File: src/rtl/sq_dac_pkg.sv
// rtl/sq_dac_pkg.sv - shared widths, state encoding and helpers for the serial DAC transmitter
package sq_dac_pkg;

  localparam int FRAME_W = 16;
  localparam int MANT_W  = 10;
  localparam int EXP_W   = 3;
  localparam int LIN_W   = 13;

  typedef enum logic [1:0] {
    IDLE  = 2'd0,
    LOAD  = 2'd1,
    SHIFT = 2'd2
  } dac_state_t;

  // A 13-bit value fits a signed 10-bit mantissa when its top four bits are all sign copies.
  function automatic logic fits_mant(input logic [LIN_W-1:0] v);
    return (v[LIN_W-1:MANT_W-1] == '0) || (v[LIN_W-1:MANT_W-1] == '1);
  endfunction

endpackage

File: src/rtl/sq_lin2float.sv
// rtl/sq_lin2float.sv - combinational linear sample to {exponent, mantissa} converter
module sq_lin2float
  import sq_dac_pkg::*;
(
  input  logic signed [LIN_W-1:0] linear,
  output logic        [EXP_W-1:0] exponent,
  output logic        [MANT_W-1:0] mant
);

  logic signed [LIN_W-1:0] sh1;
  logic signed [LIN_W-1:0] sh2;
  logic signed [LIN_W-1:0] sh3;

  assign sh1 = linear >>> 1;
  assign sh2 = linear >>> 2;
  assign sh3 = linear >>> 3;

  // Pick the smallest arithmetic shift that brings the sample into mantissa range; shift 3 always fits.
  always_comb begin
    exponent = 3'd3;
    mant     = sh3[MANT_W-1:0];
    if (fits_mant(linear)) begin
      exponent = 3'd0;
      mant     = linear[MANT_W-1:0];
    end else if (fits_mant(sh1)) begin
      exponent = 3'd1;
      mant     = sh1[MANT_W-1:0];
    end else if (fits_mant(sh2)) begin
      exponent = 3'd2;
      mant     = sh2[MANT_W-1:0];
    end
  end

endmodule

File: src/rtl/sq_dac_tx.sv
// rtl/sq_dac_tx.sv - accepts linear samples and shifts compact float frames out to a serial DAC
module sq_dac_tx
  import sq_dac_pkg::*;
#(
  parameter int CLKDIV = 2
) (
  input  logic                    clk,
  input  logic                    reset_n,
  input  logic signed [LIN_W-1:0] linear,
  input  logic                    valid,
  output logic                    ready,
  output logic                    sd,
  output logic                    sck,
  output logic                    ws
);

  localparam logic [7:0] DIV_LAST = 8'(CLKDIV - 1);

  dac_state_t              state;
  logic signed [LIN_W-1:0] sample;
  logic [FRAME_W-1:0]      frame;
  logic [FRAME_W-1:0]      conv;
  logic [EXP_W-1:0]        exponent;
  logic [MANT_W-1:0]       mant;
  logic [7:0]              divcnt;
  logic [3:0]              bitcnt;
  logic [3:0]              bitnext;

  sq_lin2float u_lin2float (
    .linear   (sample),
    .exponent (exponent),
    .mant     (mant)
  );

  assign conv    = {3'b000, exponent, mant};
  assign bitnext = bitcnt - 4'd1;

  // Handshake, frame load and bit shifting; each bit is CLKDIV clocks of sck low then CLKDIV high.
  always_ff @(posedge clk or negedge reset_n) begin
    if (!reset_n) begin
      state  <= IDLE;
      ready  <= 1'b1;
      sd     <= 1'b0;
      sck    <= 1'b0;
      ws     <= 1'b0;
      divcnt <= 8'd0;
      bitcnt <= 4'd0;
      sample <= '0;
      frame  <= '0;
    end else begin
      case (state)
        IDLE: begin
          if (valid) begin
            sample <= linear;
            ready  <= 1'b0;
            state  <= LOAD;
          end
        end
        LOAD: begin
          frame  <= conv;
          bitcnt <= 4'd15;
          divcnt <= 8'd0;
          sd     <= conv[FRAME_W-1];
          sck    <= 1'b0;
          ws     <= 1'b0;
          state  <= SHIFT;
        end
        SHIFT: begin
          if (divcnt == DIV_LAST) begin
            divcnt <= 8'd0;
            if (!sck) begin
              sck <= 1'b1;
            end else begin
              sck <= 1'b0;
              if (bitcnt == 4'd0) begin
                sd    <= 1'b0;
                ws    <= 1'b0;
                ready <= 1'b1;
                state <= IDLE;
              end else begin
                bitcnt <= bitnext;
                sd     <= frame[bitnext];
                ws     <= (bitnext == 4'd0);
              end
            end
          end else begin
            divcnt <= divcnt + 8'd1;
          end
        end
        default: begin
          state <= IDLE;
          ready <= 1'b1;
        end
      endcase
    end
  end

endmodule

File: config.mk
export PLATFORM = sky130hd
export DESIGN_NAME = sq_dac_tx
export DESIGN_NICKNAME = d
export VERILOG_FILES = /design/src/rtl/sq_dac_pkg.sv /design/src/rtl/sq_lin2float.sv /design/src/rtl/sq_dac_tx.sv
export SDC_FILE = /design/constraint.sdc
export NUM_CORES = 1
export LEC_CHECK = 0
export ABC_AREA = 0
export CAP_MARGIN = 20
export CORE_UTILIZATION = 61
export DETAILED_ROUTE_END_ITERATION = 16
export PLACE_DENSITY = 0.83
export RECOVER_POWER = 25
export SYNTH_ARGS = -nofsm -noshare
export SYNTH_HDL_FRONTEND = slang
export SYNTH_SLANG_ARGS = --single-unit
File: constraint.sdc
create_clock -name clk -period 4.3 [get_ports clk]
set_input_delay 0.86 -clock clk [delete_from_list [all_inputs] [get_ports clk]]
set_output_delay 0.86 -clock clk [all_outputs]
set_load 0.05 [all_outputs]
* After elaboration in Yosys (flattened, before gate mapping)
Index checks and enable logic that the tools add are counted.
Storage, ports and cells: flip-flop bits (word level) 44, output and inout port bits 4, logic and storage cells 75
Cells by class: $lt $le $gt $ge 1, add/sub/neg operators 2, muxes and demuxes 35, equality and inequality tests 11, reduce and logical (&&, ||, !) cells 16, bitwise gates (word level) 1
Operators with widths (number):
- $mux 10 | 3
- $logic_not 4->1 | 5
- $pmux 8 s2 | 1
- $mux 1 | 14
- $eq 4x4->1 const B | 3
- $mux 4 | 3
- $ne 2x2->1 const B | 5
- $add 8x1->8 const B | 1
- $eq 8x1->1 const B | 1
- $mux 2 | 4
- $mux 8 | 1
- $pmux 4 s2 | 1
- $reduce_and 4->1 | 2
- $mux 3 | 2
- $pmux 1 s2 | 3
- $pmux 2 s3 | 1
- $lt 4x5->1 const B | 1
- $reduce_and 5->1 | 1
- $bmux 1 s4 | 1
- $reduce_and 2->1 | 2
- $sub 4x1->4 const B | 1
- $logic_or 1x1->1 | 3
- $pmux 1 s3 | 1
- $reduce_and 3->1 | 1
- 5 further kinds | 5

* Longest topological paths before layout
depth in word-level cells 7, mapped depth 7, gate-level depth less buffers 6

* Hierarchy
Synthesis repeated with hierarchy kept, for this count alone.
Unflattened totals: cells, all modules 249, area, all modules 2721.4 sq um
Modules (own cells, without submodules):
- sq_dac_tx | cells an instance 176, area an instance 2169.6 sq um, instances 1, seq. area each 1102.3 sq um
- sq_lin2float | cells an instance 73, area an instance 551.8 sq um, instances 1, seq. area each 0.0 sq um

* Least setup slack after synthesis
Ideal clock, no wire load.
kind register to register, start register sck, end register bitcnt[2], cell stages (with the launch flop) 5, arrival 2.042 ns, clock period less this slack 2.161 ns, data required time 4.181 ns, path slack 2.139 ns, setup time 0.119 ns, path through dfrtp_1 > or4b_1 > nor4b_4 > mux2_4 > o21a_1
On the way: cells in the longest elaborated chain, start to end 2
RTL lines:
- start: declaration | line sq_dac_tx.sv:13 | output logic sck,
- start signal: assignment | line sq_dac_tx.sv:44 | sck <= 1'b0;
- start signal: assignment | line sq_dac_tx.sv:64 | sck <= 1'b0;
- start signal: assignment | line sq_dac_tx.sv:72 | sck <= 1'b1;
- $ne 2x2->1 (no source line)
- $reduce_and 4->1 (no source line)
- end signal: assignment | line sq_dac_tx.sv:81 | bitcnt <= bitnext;
- end: declaration | line sq_dac_tx.sv:26 | logic [3:0] bitcnt;
No other way between the ends. A chain may end at the register's enable or synchronous reset.

* Worst setup path in the final report
start register ready, end output port ready
RTL lines:
- start: declaration | line sq_dac_tx.sv:11 | output logic ready,
- start signal: assignment | line sq_dac_tx.sv:42 | ready <= 1'b1;
- start signal: assignment | line sq_dac_tx.sv:55 | ready <= 1'b0;
- start signal: assignment | line sq_dac_tx.sv:78 | ready <= 1'b1;
No word-level cell between the ends.

==> impl_metrics.py <==
metrics = {
    "synthesis": {
        "syn-num-nets": 268,
        "yosys_most_used_dff": "dfrtp_1",
        "synth-edff-count": 0,
        "ys_seq_area_share_pct": 43.88,
        "syn-instance-count": 240,
        "synth_seq_cells": 43,
        "netlist_area_um2": 2455,
        "yosys_warnings": 0,
        "synth_cell_types": 42,
        "async_reset_ff_share_pct": 100.0,
        "syn_avg_cell_area_um2": 10.23,
    },
    "grt": {
        "grtUsageTotal_pct": 24.73,
        "overflow": 0,
        "grt_pass1_wl_um": 7997,
        "grt_max_degree": 44,
        "antenna_found_initial": 0,
        "grt_pass1_vias": 1883,
    },
    "drt": {
        "num_vias": 1839,
        "wl_um": 4569,
        "dr.pass1.iters": 4,
        "via_per_inst": 6.069,
        "drt_iter0_drc": 131,
        "wl_per_cell_um": 15.08,
        "remaining_drc_errors": 0,
        "ant_nets": 0,
    },
    "power_and_ir_drop": {
        "worst_ir_drop_vdd_mv": 0.4848,
        "p_leak_nw": 1.182,
        "power_density_nw_per_um2": 755.5,
    },
    "clocking": {
        "htreeDepth": 2,
        "clockBufferDepth": 2,
        "cts.clk_slew.worst_paths_ns": 0.08,
        "numCtsBuffers": 5,
        "postCtsHoldBufs": 0,
        "cts_setup_buffers": 0,
        "cts_resized": 0,
        "cts.sinks": 43,
        "clock-root-buffer": "clkbuf_8",
        "clk_latency_ns": 0.31,
        "cts_tree": "done",
    },
    "placed_design": {
        "gp_congestion": 0.8225,
        "portBuffers": 19,
        "dp_hpwl_um": 3228,
    },
    "worst_setup_path": {
        "cp.required_ns": 3.44,
        "crit_path_start_kind": "flop",
        "crit_fanout": 2,
        "crit_chain": "clkdlybuf4s50_1",
        "end_kind": "primary output",
        "worstPathArrival_ns": 1.64,
        "critical-path-top-delay-family": "buffers and inverters",
        "critPathKind": "flop to primary output",
        "cpPeakStageDelay_ns": 0.79,
        "worst-path-buf-inv": 1,
        "cp_slowest_cell": "clkdlybuf4s50_1",
    },
    "layout": {
        "syn_to_final_growth_pct": 12.79,
        "drive_gt1_share_pct": 13.73,
        "fillers": 268,
        "antennaDiodeCount": 0,
        "layout.nets": 282,
    },
    "sta": {
        "slew_headroom_pct": -46.67,
        "finalSetupTns_ns": 0,
        "timing.hold.ws_ns": 0.4929,
        "tightest_slew_ns": 2.200,
        "max_freq_ghz": 0.4005,
        "min_period_ns": 2.497,
        "fin_skew_ns": 0.01256,
        "final-setup-viol-count": 0,
        "hold_violations": 0,
        "rsz0062_at_grt": "no",
        "finalCritPeriodShare_pct": 58.07,
        "slew_violations": 44,
    },
    "outcome": {
        "violations": "max-capacitance violations, max-slew violations",
        "status": "finished with violations",
    },
    "floorplan": {
        "num_rows": 22,
        "die_h_um": 65.44,
        "coreArea_um2": 3771,
        "start_util_pct": 65.10,
        "io_pins": 20,
        "dieArea_um2": 4282,
        "die_w_um": 65.44,
    },
    "job": {
        "cap_violations": 1,
    },
    "hold_path": {
        "hold_class": "flop to flop",
    },
}
-- metal layers --
metal,global-route usage (%),wire length [um]
met5,0,0
met4,14.13,142
met3,5.556,203
met2,43.04,2267
met1,27.59,1955
-- flip-flops by register name, indices dropped and copies added (netlist names) --
register,flops
sd,1
state,2
sample,13
ws,1
sck,1
ready,1
divcnt,8
frame,12
bitcnt,4
-- worst min-delay path: stages (launching register included) --
cell and delay (ns):
dfstp_2 0.38, inv_1 0.05, mux2i_1 0.06
-- cell type report --
type,instances,area (um2),area share (%)
tap,48,60.06,2.169
inverter,14,52.55,1.898
timing repair buffer,19,183.9,6.643
multi-input combinational,171,1277,46.14
clock buffer,6,82.58,2.982
sequential,43,1077,38.91
clock inverter,2,35.03,1.265
-- metrics by stage --
stage	utilization (%)	total power, W	setup WS [ns]	std cells	instance area, um2
4_1_cts	73.46	0.002093	1.800	303	2770
2_1_floorplan	-	0.001536	2.139	240	2455
6_report	73.42	0.002092	1.803	303	2769
3_3_place_gp	70.34	0.001707	2.097	295	2653
3_5_place_dp	70.34	0.001748	2.038	295	2653
5_1_grt	73.42	0.002245	1.379	303	2769
-- worst paths after layout --
check	from	cells after the start	slack (ns)	end
max	ready	1	1.80	ready
min	ready	2	0.49	ready
max reg2reg	divcnt[1]	6	2.02	bitcnt[2]
min reg2reg	ready	2	0.49	ready
max in group asynchronous	reset_n	1	1.84	sample[6]
min in group asynchronous	reset_n	1	1.19	bitcnt[0]
-- cell families after synthesis --
family,after synthesis,synth area share (%)
buffers and inverters,26,4.077
adder cells (fa/ha/maj),12,6.116
AND/OR/NAND/NOR,79,16.31
multiplexers,34,16.46
AO/OA/AOI/OAI,41,11.37
flip-flops,43,43.88
XOR/XNOR,5,1.784
-- power by group --
part	switching [W]	internal, W	total (W)
clock	0.000138	0.000188	0.000326
sequential	0.000153	0.000562	0.000715
combinational	0.000559	0.000492	0.00105
-- synthesized netlist by cell type (3+ instances only) --
cell type	instances	share of area, %
dfrtp_1	42	43
nand2_1	22	3.4
nor2_1	19	2.9
mux2_2	17	7.8
nand3_1	15	3.1
inv_1	14	2.1
mux2i_1	13	5.3
ha_1	12	6.1
a31oi_1	9	2.3
clkbuf_1	9	1.4
o211ai_1	8	2.4
a21oi_1	6	1.2
o21ai_0	6	1.2
nor3_1	5	1.0
nand2b_1	4	1.0
xnor2_1	4	1.4
mux4_2	3	2.8
-- placed cells by master (no fill, tap or decap), types with 2 or more instances in the layout --
cell,n
mux2_2,17
or3b_2,2
o21a_1,2
or4b_1,2
o211ai_1,8
o21ai_0,6
nor3_1,5
nor2_1,19
mux2i_1,13
nand2_1,22
nand2b_1,4
xnor2_1,4
inv_1,14
ha_1,12
dfrtp_1,42
mux4_2,3
or3_1,2
a21oi_1,6
a31oi_1,9
nand3_1,15
clkdlybuf4s50_1,18
o22ai_1,2
clkbuf_8,6
and2_1,2
(Power assumes the default switching activity.)
